## config.mk

```make
export PLATFORM = sky130hd
export DESIGN_NAME = piezo_note_sequencer
export DESIGN_NICKNAME = d
export VERILOG_FILES = /design/src/rtl/piezo_note_sequencer_pkg.sv /design/src/rtl/piezo_tick_timer.sv /design/src/rtl/piezo_note_sequencer.sv
export SDC_FILE = /design/constraint.sdc
export NUM_CORES = 1
export LEC_CHECK = 0
export CAP_MARGIN = 20
export CORE_MARGIN = 1.5
export CORE_UTILIZATION = 45
export CTS_BUF_LIST = sky130_fd_sc_hd__clkbuf_2 sky130_fd_sc_hd__clkbuf_4 sky130_fd_sc_hd__clkbuf_8
export CTS_CLUSTER_SIZE = 20
export DETAILED_ROUTE_END_ITERATION = 8
export GPL_TIMING_DRIVEN = 0
export PLACE_DENSITY = 0.78
export SLEW_MARGIN = 20
export SYNTH_ARGS = -nofsm -noshare
export SYNTH_HDL_FRONTEND = slang
export SYNTH_SLANG_ARGS = --single-unit
```

## constraint.sdc

```tcl
create_clock -name clk -period 2.41 [get_ports clk]
set_clock_uncertainty 0.2 [all_clocks]
set_input_delay 0.482 -clock clk [delete_from_list [all_inputs] [get_ports clk]]
set_output_delay 0.482 -clock clk [all_outputs]
set_load 0.02 [all_outputs]
```

## src/rtl/piezo_note_sequencer_pkg.sv

```systemverilog
// Shared melody codes and sequencer state encodings for the vending FSM,
// piezo_note_sequencer and item_based_piezo.
package piezo_note_sequencer_pkg;

  typedef enum logic [3:0] {
    NOTE_NONE  = 4'd0,
    NOTE_100W  = 4'd1,
    NOTE_500W  = 4'd2,
    NOTE_1000W = 4'd3,
    NOTE_PROD1 = 4'd4,
    NOTE_PROD2 = 4'd5,
    NOTE_PROD3 = 4'd6,
    NOTE_PROD4 = 4'd7
  } note_code_e;

  localparam logic [3:0] NOTE_CODE_MAX = 4'd7;

  typedef enum logic {
    IDLE = 1'b0,
    PLAY = 1'b1
  } seq_state_e;

  // A code is playable only if it names a real melody (1..NOTE_CODE_MAX).
  function automatic logic code_valid(input logic [3:0] code);
    return (code != 4'(NOTE_NONE)) && (code <= NOTE_CODE_MAX);
  endfunction

endpackage

```

## src/rtl/piezo_tick_timer.sv

```systemverilog
// Per-note duration counter: counts 0..NOTE_TICKS-1 while enabled and
// flags the last tick of each note with a one-cycle wrap pulse.
module piezo_tick_timer #(
  parameter int NOTE_TICKS = 250000
) (
  input  logic clk,
  input  logic rst,
  input  logic clr,
  input  logic en,
  output logic wrap
);

  localparam int TW = $clog2(NOTE_TICKS);
  localparam logic [TW-1:0] LAST_TICK = TW'(NOTE_TICKS - 1);

  logic [TW-1:0] tick;

  assign wrap = en && (tick == LAST_TICK);

  // Tick counter: clear restarts a note, otherwise advance and wrap on the last tick.
  always_ff @(posedge clk) begin
    // NOTE: state registers use non-blocking (<=) so every flop samples pre-edge values.
    if (rst || clr) begin
      tick <= '0;
    end else if (en) begin
      tick <= wrap ? '0 : tick + 1'b1;
    end
  end

endmodule

```

## src/rtl/piezo_note_sequencer.sv

```systemverilog
// Melody sequencer: on an accepted request, plays note indices 1..NUM_NOTES,
// each NOTE_TICKS cycles long, then returns silent and pulses done.
module piezo_note_sequencer
  import piezo_note_sequencer_pkg::*;
#(
  parameter int NOTE_TICKS = 250000,
  parameter int NUM_NOTES  = 4,
  parameter bit PREEMPT    = 1'b0
) (
  input  logic       clk,
  input  logic       rst,
  input  logic       req_valid,
  input  logic [3:0] req_code,
  output logic       req_ready,
  output logic [3:0] note_state,
  output logic [2:0] note_played,
  output logic       busy,
  output logic       done
);

  localparam logic [2:0] LAST_NOTE = 3'(NUM_NOTES);

  seq_state_e state;
  logic       accept;
  logic       play_en;
  logic       note_wrap;

  // Idle always takes a request; during playback only if preemption is enabled.
  assign req_ready = (state == IDLE) || PREEMPT;
  assign accept    = req_valid && req_ready && code_valid(req_code);
  assign play_en   = (state == PLAY);

  piezo_tick_timer #(
    .NOTE_TICKS(NOTE_TICKS)
  ) u_tick_timer (
    .clk  (clk),
    .rst  (rst),
    .clr  (accept),
    .en   (play_en),
    .wrap (note_wrap)
  );

  // FSM with registered outputs: accept (re)starts at note 1, the last tick
  // of the last note returns to idle with a one-cycle done.
  always_ff @(posedge clk) begin
    if (rst) begin
      state       <= IDLE;
      note_state  <= 4'(NOTE_NONE);
      note_played <= 3'd0;
      busy        <= 1'b0;
      done        <= 1'b0;
    end else begin
      done <= 1'b0;
      if (accept) begin
        state       <= PLAY;
        note_state  <= req_code;
        note_played <= 3'd1;
        busy        <= 1'b1;
      end else if (state == PLAY && note_wrap) begin
        if (note_played == LAST_NOTE) begin
          state       <= IDLE;
          note_state  <= 4'(NOTE_NONE);
          note_played <= 3'd0;
          busy        <= 1'b0;
          done        <= 1'b1;
        end else begin
          note_played <= note_played + 3'd1;
        end
      end
    end
  end

endmodule

```

After elaboration in Yosys (flattened, before gate mapping)

Cells that the tools add are included.

Output and inout bits: 10
Memory bits (read-only): 0
Memory bits (writable): 0
Register bits: 27
Bits in latches: 0
Memories: 0

Multipliers: 0
Div/mod/pow operators: 0
Reductions and logical operators: 12
Bitwise operators: 2
$add $sub $neg: 2
Mux-type cells: 11
Equality and inequality tests: 2
Order comparisons: 1
Shift-type cells: 0

Operators with widths:

| cell                    | count |
|---|---|
| $add A18 B1 Y18 const B | 1 |
| $eq A18 B18 Y1 const B  | 1 |
| $mux W18                | 1 |
| $mux W4                 | 3 |
| $mux W1                 | 6 |
| $logic_and A1 B1 Y1     | 5 |
| $le A4 B3 Y1 const B    | 1 |
| $reduce_bool A2 Y1      | 2 |
| $reduce_bool A4 Y1      | 1 |
| $add A3 B1 Y3 const B   | 1 |
| $eq A3 B3 Y1 const B    | 1 |
| $mux W3                 | 1 |
| $reduce_or A3 Y1        | 1 |
| $not A1 Y1              | 2 |
| $reduce_and A2 Y1       | 1 |
| $reduce_or A2 Y1        | 1 |
| $logic_or A1 B1 Y1      | 1 |

Depth between registers and ports, before layout

Gate-level depths: netlist of run 1.

Depth after elaboration: 5
Depth in mapped cells: 6
Depth with buffers taken out: 6

Modules after synthesis

From an unflattened synthesis of run 1, not the netlist that was laid out.

Cell total of the unflattened synthesis: 141
Area total of the unflattened synthesis: 1295.0 µm²

By module, submodules not included:

| module               | area an instance (µm²) | cells an instance | times used | sequential area each (µm²) |
|---|---|---|---|---|
| piezo_tick_timer     | 903.4                  | 102               | 1          | 360.3 |
| piezo_note_sequencer | 391.6                  | 39                | 1          | 180.2 |

Worst setup path before layout of run 1

OpenSTA, ideal clock, no wires.

Kind: flip-flop to flip-flop
Start point: reg state, in the netlist play_en
End point: reg u_tick_timer.tick[16]
Cell stages (with the launch flop): 6
Arrival time: 1444 ps
Setup slack: 649 ps
Library setup time: 116 ps
Period minus slack after synthesis: 1761 ps
Cells stage by stage: dfxtp_1 > buf_2 > nand3_1 > nor4_4 > a211oi_1 > o211a_1

Longest elaborated chain between the ends: 4
Elaborated cells between the ends (all ways): 6
Those cells by class: mux (1); bitwise (1); reduce/logical (4)

RTL lines:

| item                              | line                       | RTL |
|---|---|---|
| start: declaration                | piezo_note_sequencer.sv:23 | `seq_state_e state;` |
| start signal: assignment          | piezo_note_sequencer.sv:47 | `state <= IDLE;` |
| start signal: assignment          | piezo_note_sequencer.sv:55 | `state <= PLAY;` |
| start signal: assignment          | piezo_note_sequencer.sv:61 | `state <= IDLE;` |
| $not A1 Y1                        | piezo_note_sequencer.sv:29 | `assign req_ready = (state == IDLE) \|\| PREEMPT;` |
| $logic_and A1 B1 Y1 (2 in series) | piezo_note_sequencer.sv:30 | `assign accept = req_valid && req_ready && code_valid(req_code);` |
| $logic_or A1 B1 Y1                | piezo_tick_timer.sv:23     | `if (rst \|\| clr) begin` |
| end signal: assignment            | piezo_tick_timer.sv:26     | `tick <= wrap ? '0 : tick + 1'b1;` |
| end: declaration                  | piezo_tick_timer.sv:16     | `logic [TW-1:0] tick;` |

Parallel ways exist; a longest one is shown, timed or not.
A chain may end at the register's enable or synchronous reset.

Worst setup path after layout of run 1

Start point: reg state, in the netlist play_en
End point: out req_ready

Longest elaborated chain between the ends: 1

RTL lines:

| item             | line                       | RTL |
|---|---|---|
| $not A1 Y1       | piezo_note_sequencer.sv:29 |  |
| end: declaration | piezo_note_sequencer.sv:14 | `output logic req_ready,` |

Every way passes these cells.

==> flow_metrics.tcl, run 1 <==
set metrics [dict create \
    outcome "finished clean" \
    slowest_delay_ns 0.61 \
    hp-class "reg -> reg" \
    arrival_ns 1.56 \
    end_kind "output pin" \
    worstMarginPinSlew_ns 0.327 \
    place_congestion 0.809 \
    synth_area_per_cell_sq_um 10.1 \
    drcViolationCount 0 \
    post-dp-hpwl_mm 2.10 \
    die_area_sq_mm 0.00361 \
    viasPerCell 5.33 \
    maxCapViolCount 0 \
    final_nets 176 \
    synth_flop_cell "dfxtp_1" \
    synth_area_leaders "dfxtp_1, xnor2_1, nor2_2, nor4b_4, nand4_4" \
    critical_path.startpoint "play_en" \
    reg2regPathDepth 5 \
    finalMaxSlewViolations 0 \
    vias 1114 \
    highest_layer "met4" \
    synth_edf_count 0 \
    wl_met3_microns 91 \
    ant_nets 0 \
    finalHoldViolCount 0 \
    cts_buffers 3 \
    cpMaxStageDelayCell "clkdlybuf4s50_1" \
    cp_cell_sequence "buf_2 > inv_1 > clkdlybuf4s50_1" \
    syn-num-nets 155 \
    core_area_sq_mm 0.00308 \
    cts-root-buf "clkbuf_4" \
    rsz0062_at_grt "no" \
    cts_hold_buf 0 \
    cts_resized 0 \
    place_ws_ns 0.0931 \
    ys_ff_latch 27 \
    grt_pass1_wl_mm 4.82 \
    grt-ovfl-total 0 \
    clockBufferDepth 2 \
    crit_path_max_fanout 9 \
    yosys-top-cells-count "dfxtp_1, nor2_1, xnor2_1" \
    async_reset_ff_share_pct 0 \
    crit_type "reg -> out" \
    slew_headroom_pct 78.1 \
    powerDensity_mw_per_mm2 445 \
    first_pass_iters 4 \
    tritoncts "yes" \
    cts_setup_buffers 0 \
    drt-initial-drc-count 32 \
    fin_crit_ns 2.25 \
    ys_warn_count 0 \
    crit_required_ns 1.73 \
    io_pins 17 \
    p_leak_nw 0.595 \
    place.port_buffers 16 \
    ir_drop_uv 175 \
    initial_core_util_pct 47.7 \
    cp-endpoint "req_ready" \
    yosys.area.top_type "dfxtp_1" \
    wl_met1_mm 1.22 \
    tns_ns 0 \
    r2r_slack_ns 0.45 \
    fin_ws_ns 0.165 \
    netlist_area_sq_mm 0.00147 \
    area_delta_synth_final_pct 16.7 \
    r2r_end "u_tick_timer.tick[16]" \
    routedWlPerCell_microns 13.0 \
    htree_levels 1 \
    layout-drive-gt1-share_pct 21.8 \
    clkSinkCount 27 \
    totalWireLength_mm 2.71 \
    antenna_found_initial 0 \
    yosysMostFrequentCell "dfxtp_1" \
    row_count 20 \
    chipHeight_microns 60.1 \
    fmax_ghz 0.445 \
    syn_inst 145 \
    timing.rr.start "u_tick_timer.tick[0]" \
    clk_pin_slew_worst_paths_ns 0.13 \
    grt_usage_pct 17.4 \
    met2_length_mm 1.37 \
    yosysSeqAreaShare_pct 36.8 \
    yosys.cell_types.count 44 \
    netlist.area_leader.share_pct 36.8 \
    grt_pass1_vias 1135 \
    die_w_microns 60.1 \
    setup_viol_count_final 0 \
    startpoint_type "flop" \
    min_period_over_period_pct 93.2 \
    grt_max_degree 15 \
    antenna_cells 0 \
    insertion_delay_ns 0.33 \
]
## registers in the layout (all words and copies together) (netlist names)
register           cells
done                   1
u_tick_timer.tick     18
note_played            3
play_en                1
note_state             4
## report_power, final
part | internal, mW | switching, mW
sequential | 0.455 | 0.00764
clock | 0.0763 | 0.126
combinational | 0.0437 | 0.0534
## per-layer routing
metal  vias up  track usage, %
met4         0            5.71
met5         -               0
met3         3            3.25
met1       518            19.7
li1        566               -
met2        27            32.5
## per-stage QoR
stage	utilization (%)	cells	instance area [sq um]	hold WS [ns]	total power, mW
4_1_cts	55.7	209	1710	0.282	0.774
5_1_grt	55.7	209	1710	0.285	0.797
3_3_place_gp	54.7	205	1680	0.245	0.568
6_report	55.7	209	1710	0.281	0.762
2_1_floorplan	-	145	1470	0.274	0.531
3_5_place_dp	54.7	205	1680	0.249	0.571
## area by class of cell
class / count / area [sq um]
clock buffer: 4 / 30.0
timing repair buffer: 16 / 160
sequential: 27 / 541
multi-input combinational: 107 / 867
tap: 44 / 55.1
inverter: 6 / 22.5
fill: 291 / 1370
buffer: 5 / 37.5
## worst min path at each step
| stage | endpoint | cells past startpoint | startpoint | slack (ns) |
|---|---|---|---|---|
| after detailed placement | note_state[3] | 1 | note_state[3] | 0.25 |
| after global routing | note_state[3] | 1 | note_state[3] | 0.28 |
| after global placement | note_state[3] | 1 | note_state[3] | 0.24 |
| after CTS | note_state[3] | 1 | note_state[3] | 0.28 |
| after floorplan | u_tick_timer.tick[1] | 2 | u_tick_timer.tick[1] | 0.27 |
| final | note_state[3] | 1 | note_state[3] | 0.28 |
## cell usage in the layout (no fill, tap or decap), types with 3 or more instances in the layout
cell / n
clkbuf_4: 4
clkdlybuf4s50_1: 16
nand4_1: 4
nand2_1: 10
inv_1: 6
nor2_2: 10
ha_1: 3
nor4_1: 4
xnor2_1: 11
a22o_1: 3
nor4_2: 3
nand3_1: 6
nor3_1: 3
nor2_1: 11
xor2_1: 3
dfxtp_1: 27
## worst max-delay path: cells and delay by family, from the launching register on
family	cells	cell delay [ns]
DFF	1	0.33
buffers and inverters	3	0.90
## kinds of logic (layout without fill, tap and decap cells)
group                    after synthesis  after routing  share of synthesized area (%)
AO/OA/AOI/OAI                         18             18                           11.1
XOR/XNOR                              14             14                           8.35
adder cells (fa/ha/maj)                3              3                           2.56
multiplexers                           2              2                           1.36
buffers and inverters                 11             31                           4.09
AND/OR/NAND/NOR                       70             70                           35.7
flip-flops                            27             27                           36.8
No activity file was read; power rests on OpenSTA's default activity.
==> inputs of run 2 (changes only) <==
- RECOVER_POWER: unset -> 100
==> run 2 against run 1 <==
Against the previous run: die area stayed put; worst setup slack gained 0.019 ns; power down 0.97%; clock-buffer cell count unchanged; via count is essentially flat; non-clock buffer count did not move; hold slack worse by 0.0044 ns; critical path depth did not move; largest power group unchanged.
==> flow_metrics.tcl, run 2 (synthesis results as in run 1) <==
set metrics [dict create \
    arrival_ns 1.54 \
    htree_levels 1 \
    fmax_ghz 0.449 \
    fin_ws_ns 0.183 \
    antenna_found_initial 0 \
    outcome "finished clean" \
    hp-class "reg -> reg" \
    fillCellCount 298 \
    p_leak_nw 0.609 \
    finalMaxSlewViolations 0 \
    ff_latch_area_sq_um 541 \
    layout-drive-gt1-share_pct 16.4 \
    routedWlPerCell_microns 13.1 \
    chipHeight_microns 60.1 \
    powerDensity_mw_per_mm2 451 \
    antenna_cells 0 \
    cp_cell_sequence "buf_2 > inv_1 > clkdlybuf4s50_1" \
    viasPerCell 5.33 \
    final_nets 176 \
    grt_max_degree 15 \
    grt_usage_pct 17.4 \
    io_pins 17 \
    multiInputGateArea_sq_um 827 \
    clockBufferDepth 2 \
    die_area_sq_mm 0.00361 \
    grt-ovfl-total 0 \
    cpMaxStageDelayCell "clkdlybuf4s50_1" \
    tritoncts "yes" \
    maxCapViolCount 0 \
    holdWs_ns 0.277 \
    ant_nets 0 \
    grt_pass1_wl_mm 4.82 \
    worstMarginPinSlew_ns 0.506 \
    drt-initial-drc-count 37 \
    largest_reg_flops 18 \
    layout_commonest_cell "dfxtp_1" \
    vias 1115 \
    crit_required_ns 1.73 \
    layout_common_cells "dfxtp_1, nor2_1, xnor2_1, nand2_1, dlygate4sd3_1" \
    first_pass_iters 4 \
    crit_path_max_fanout 9 \
    die_w_microns 60.1 \
    cts_resized 0 \
    post-dp-hpwl_mm 2.10 \
    tns_ns 0 \
    core_area_sq_mm 0.00308 \
    top_regs "u_tick_timer.tick: 18 flops, note_state: 4 flops, note_played: 3 flops" \
    finalHoldViolCount 0 \
    slowest_delay_ns 0.61 \
    clkSinkCount 27 \
    setup_viol_count_final 0 \
    startpoint_type "flop" \
    cts_hold_buf 0 \
    ir_drop_uv 174 \
    grt_pass1_vias 1135 \
    postLayoutCoreUtil_pct 54.3 \
    area_delta_synth_final_pct 14.0 \
    end_kind "output pin" \
    drcViolationCount 0 \
    clk_pin_slew_worst_paths_ns 0.13 \
    place.port_buffers 16 \
    place_congestion 0.809 \
    totalWireLength_mm 2.74 \
    crit_type "reg -> out" \
    initial_core_util_pct 47.7 \
    slew_headroom_pct 66.2 \
    row_count 20 \
    min_period_over_period_pct 92.4 \
    rsz0062_at_grt "no" \
    insertion_delay_ns 0.32 \
    power_uw 755 \
    fin_crit_ns 2.23 \
    cts_setup_buffers 0 \
    place_ws_ns 0.0931 \
    cts-root-buf "clkbuf_4" \
    cts_buffers 3 \
    largest-register "u_tick_timer.tick" \
]
## run 2: power by group
part / internal [mW] / leakage [nW] / total [mW] / switching [mW]
Sequential: 0.455 / 0.218 / 0.463 / 0.00742
Combinational: 0.0402 / 0.373 / 0.0906 / 0.0504
Clock: 0.0762 / 0.0184 / 0.202 / 0.125
## run 2: metrics by stage
| step | instance area [sq um] | cells |
|---|---|---|
| floorplan | 1470 | 145 |
| global placement | 1680 | 205 |
| detailed placement | 1680 | 205 |
| CTS | 1710 | 209 |
| global route | 1670 | 209 |
| finish | 1670 | 209 |
## run 2: worst paths after layout
path | startpoint | endpoint | slack [ns] | cells after the start
max | play_en | req_ready | 0.18 | 3
min | note_state[3] | note_state[3] | 0.28 | 1
max reg2reg | u_tick_timer.tick[0] | note_state[2] | 0.21 | 5
min reg2reg | note_state[3] | note_state[3] | 0.28 | 1
## run 2: critical path: cells and delay by family, from the launching register on
kind                   cells  cell delay [ns]
buffers and inverters      3             0.89
DFF                        1             0.33
## run 2: layer usage
metal	track usage, %	part of all wire, %	vias to the layer above	routed length [microns]
li1	-	-	571	-
met1	19.7	46	518	1250
met2	32.5	50	23	1370
met3	3.25	3.0	3	83
met4	5.71	1.2	0	34
met5	0	0	-	0
## run 2: layout make-up
class | count | share of cell area (%)
Multi-Input combinational cell | 107 | 49.4
Inverter | 6 | 1.35
Timing Repair Buffer | 16 | 9.57
Clock buffer | 4 | 1.80
Tap cell | 44 | 3.29
Buffer | 5 | 2.24
Sequential cell | 27 | 32.3
==> patch: new RTL, settings of run 2 <==
`NOTE_TICKS` is set to 250000 in 2 places; all go to 62500.
--- a/src/rtl/piezo_tick_timer.sv
+++ b/src/rtl/piezo_tick_timer.sv
@@ -1,7 +1,7 @@
 // Per-note duration counter: counts 0..NOTE_TICKS-1 while enabled and
 // flags the last tick of each note with a one-cycle wrap pulse.
 module piezo_tick_timer #(
-  parameter int NOTE_TICKS = 250000
+  parameter int NOTE_TICKS = 62500
 ) (
   input  logic clk,
   input  logic rst,
--- a/src/rtl/piezo_note_sequencer.sv
+++ b/src/rtl/piezo_note_sequencer.sv
@@ -3,7 +3,7 @@
 module piezo_note_sequencer
   import piezo_note_sequencer_pkg::*;
 #(
-  parameter int NOTE_TICKS = 250000,
+  parameter int NOTE_TICKS = 62500,
   parameter int NUM_NOTES  = 4,
   parameter bit PREEMPT    = 1'b0
 ) (
Formal check against the unedited RTL: no difference found for any inputs over 10 cycles, from zero or initial values and one cycle with rst high; that may be too few to reach the edited logic, so the function may still have changed.
==> patch against run 2 <==
Setup slack worse by 0.040 ns. Largest cell class unchanged. Total power shrank 9.2%. Count of clock-buffer cells in the layout stayed put. Critical path type is now in2reg. Largest power group unchanged. Routed wire length fell by 18%. Worst hold slack improved by 0.013 ns. Sequential cell count shrank 2. Area after synthesis down 22%. Design area down 18%.
==> patch: results (changes against run 2) <==
metric,value,unit,change
postCtsResizedCells,0,,unchanged
fillers,223,,-25%
synth_area_leaders,"dfxtp_1, xnor2_1, nor2_1",,
dr_wl_met3,93,µm,+12%
place_congestion,0.821,,+1.5%
r2r-start,u_tick_timer.tick[3],,
outcome,"complete, no violations",,
hpwlAfterDp,1.65,mm,-22%
synth.avg_cell_area,8.98,µm²,-11%
routedLengthMet1,1.07,mm,-14%
synth_compound_area_share,9.58,%,-1.5 points
hp-class,reg2reg,,
top_layer,met4,,
grt_util_all_layers,18.5,%,+1.0 points
grt_first_pass_wirelength,3.90,mm,-19%
insertion_delay,0.31,ns,
synth_xor_area_share,10.7,%,+2.3 points
p_sw_share,23.5,%,-0.73 points
fin_cells,178,,-15%
htreeDepth,1,,unchanged
dpl_worst_slack,-0.209,ns,-0.302 ns
ir_worst_vdd,252,µV,+45%
grt_max_degree,14,,-1
hold_end,note_state[3],,
critPathMaxStageDelay,0.42,ns,-0.19 ns
yosys.cell_types.count,34,,-23%
cts_setup_buffers,0,,unchanged
p_leak,0.470,nW,-23%
tightest_slew,0.502,ns,-0.00355 ns
grt_use_met3,3.33,%,+0.087 points
vias_per_cell,5.49,,+3.0%
postRouteWirelength,2.24,mm,-18%
drt-initial-drc-count,12,,-68%
placed_cells,174,,-15%
grt_pass1_vias,938,,-17%
rr_worst_depth,5,,unchanged
synth_mux_area_share,0,%,-1.4 points
cp.arrival,2.33,ns,+0.79 ns
crit_fanout,10,,+1
synth_fp_nets,138,,-11%
layout.nets,159,,-9.7%
wl_met2,1.04,mm,-24%
drive_above_1_share,6.76,%,-9.6 points
use_met1,22.8,%,+3.1 points
met2_usage,31.5,%,-0.97 points
synth_commonest_cells,"dfxtp_1, nor2_1, xnor2_1",,
power_frac_seq,62.1,%,+0.8 points
reg.largest.list,"u_tick_timer.tick x16, note_state x4, note_played x3",,
ys_async_sr_fraction,0,%,unchanged
power_clock,0.000199,W,
synth-seq-area-share,43.5,%,+6.7 points
r2r_end,u_tick_timer.tick[8],,
place_area,1350,µm²,-20%
diodes,0,,unchanged
crit_family,buffers and inverters,,
synth_fa_ha_area_share,3.26,%,+0.71 points
-- patch: cell count changes after synthesis, sizes merged, moves of 3 or more --
cell   delta
nor2      -3
a32o      +3
nand3     -3
nor4      -3
a22o      -3
nor4b     -4
-- patch: through the flow --
| step | utilization (%) | total power, W | hold WS, ns | TNS [ns] |
|---|---|---|---|---|
| 2_1_floorplan | - | 0.000467 | 0.277 | 0 |
| 3_3_place_gp | 54.9 | 0.000497 | 0.271 | -1.95 |
| 3_5_place_dp | 54.9 | 0.000498 | 0.277 | -2.07 |
| 4_1_cts | 56.1 | 0.000695 | 0.295 | 0 |
| 5_1_grt | 55.7 | 0.000715 | 0.312 | 0 |
| 6_report | 55.7 | 0.000686 | 0.290 | 0 |
-- patch: cells by family after synthesis --
family,after synthesis
flip-flops,25
AND/OR/NAND/NOR,61
XOR/XNOR,14
buffers and inverters,10
AO/OA/AOI/OAI,15
adder cells (fa/ha/maj),3
-- patch: layout make-up --
cell class / count / area [µm²] / area share (%)
Multi-Input combinational cell: 93 / 593 / 43.4
Buffer: 3 / 20.0 / 1.46
Inverter: 7 / 26.3 / 1.92
Sequential cell: 25 / 500 / 36.6
Tap cell: 30 / 37.5 / 2.74
Clock buffer: 4 / 30.0 / 2.20
Timing Repair Buffer: 16 / 160 / 11.7
-- patch: how the worst max path moves through the flow --
stage	cells past startpoint	slack, ns	startpoint	end
2_1_floorplan	5	0.51	req_code[0]	u_tick_timer.tick[15]
3_3_place_gp	6	-0.19	req_code[0]	u_tick_timer.tick[5]
3_5_place_dp	6	-0.21	req_code[0]	u_tick_timer.tick[4]
4_1_cts	3	0.01	play_en	req_ready
5_1_grt	5	0.02	u_tick_timer.tick[7]	u_tick_timer.tick[11]
6_report	6	0.14	req_code[0]	u_tick_timer.tick[8]
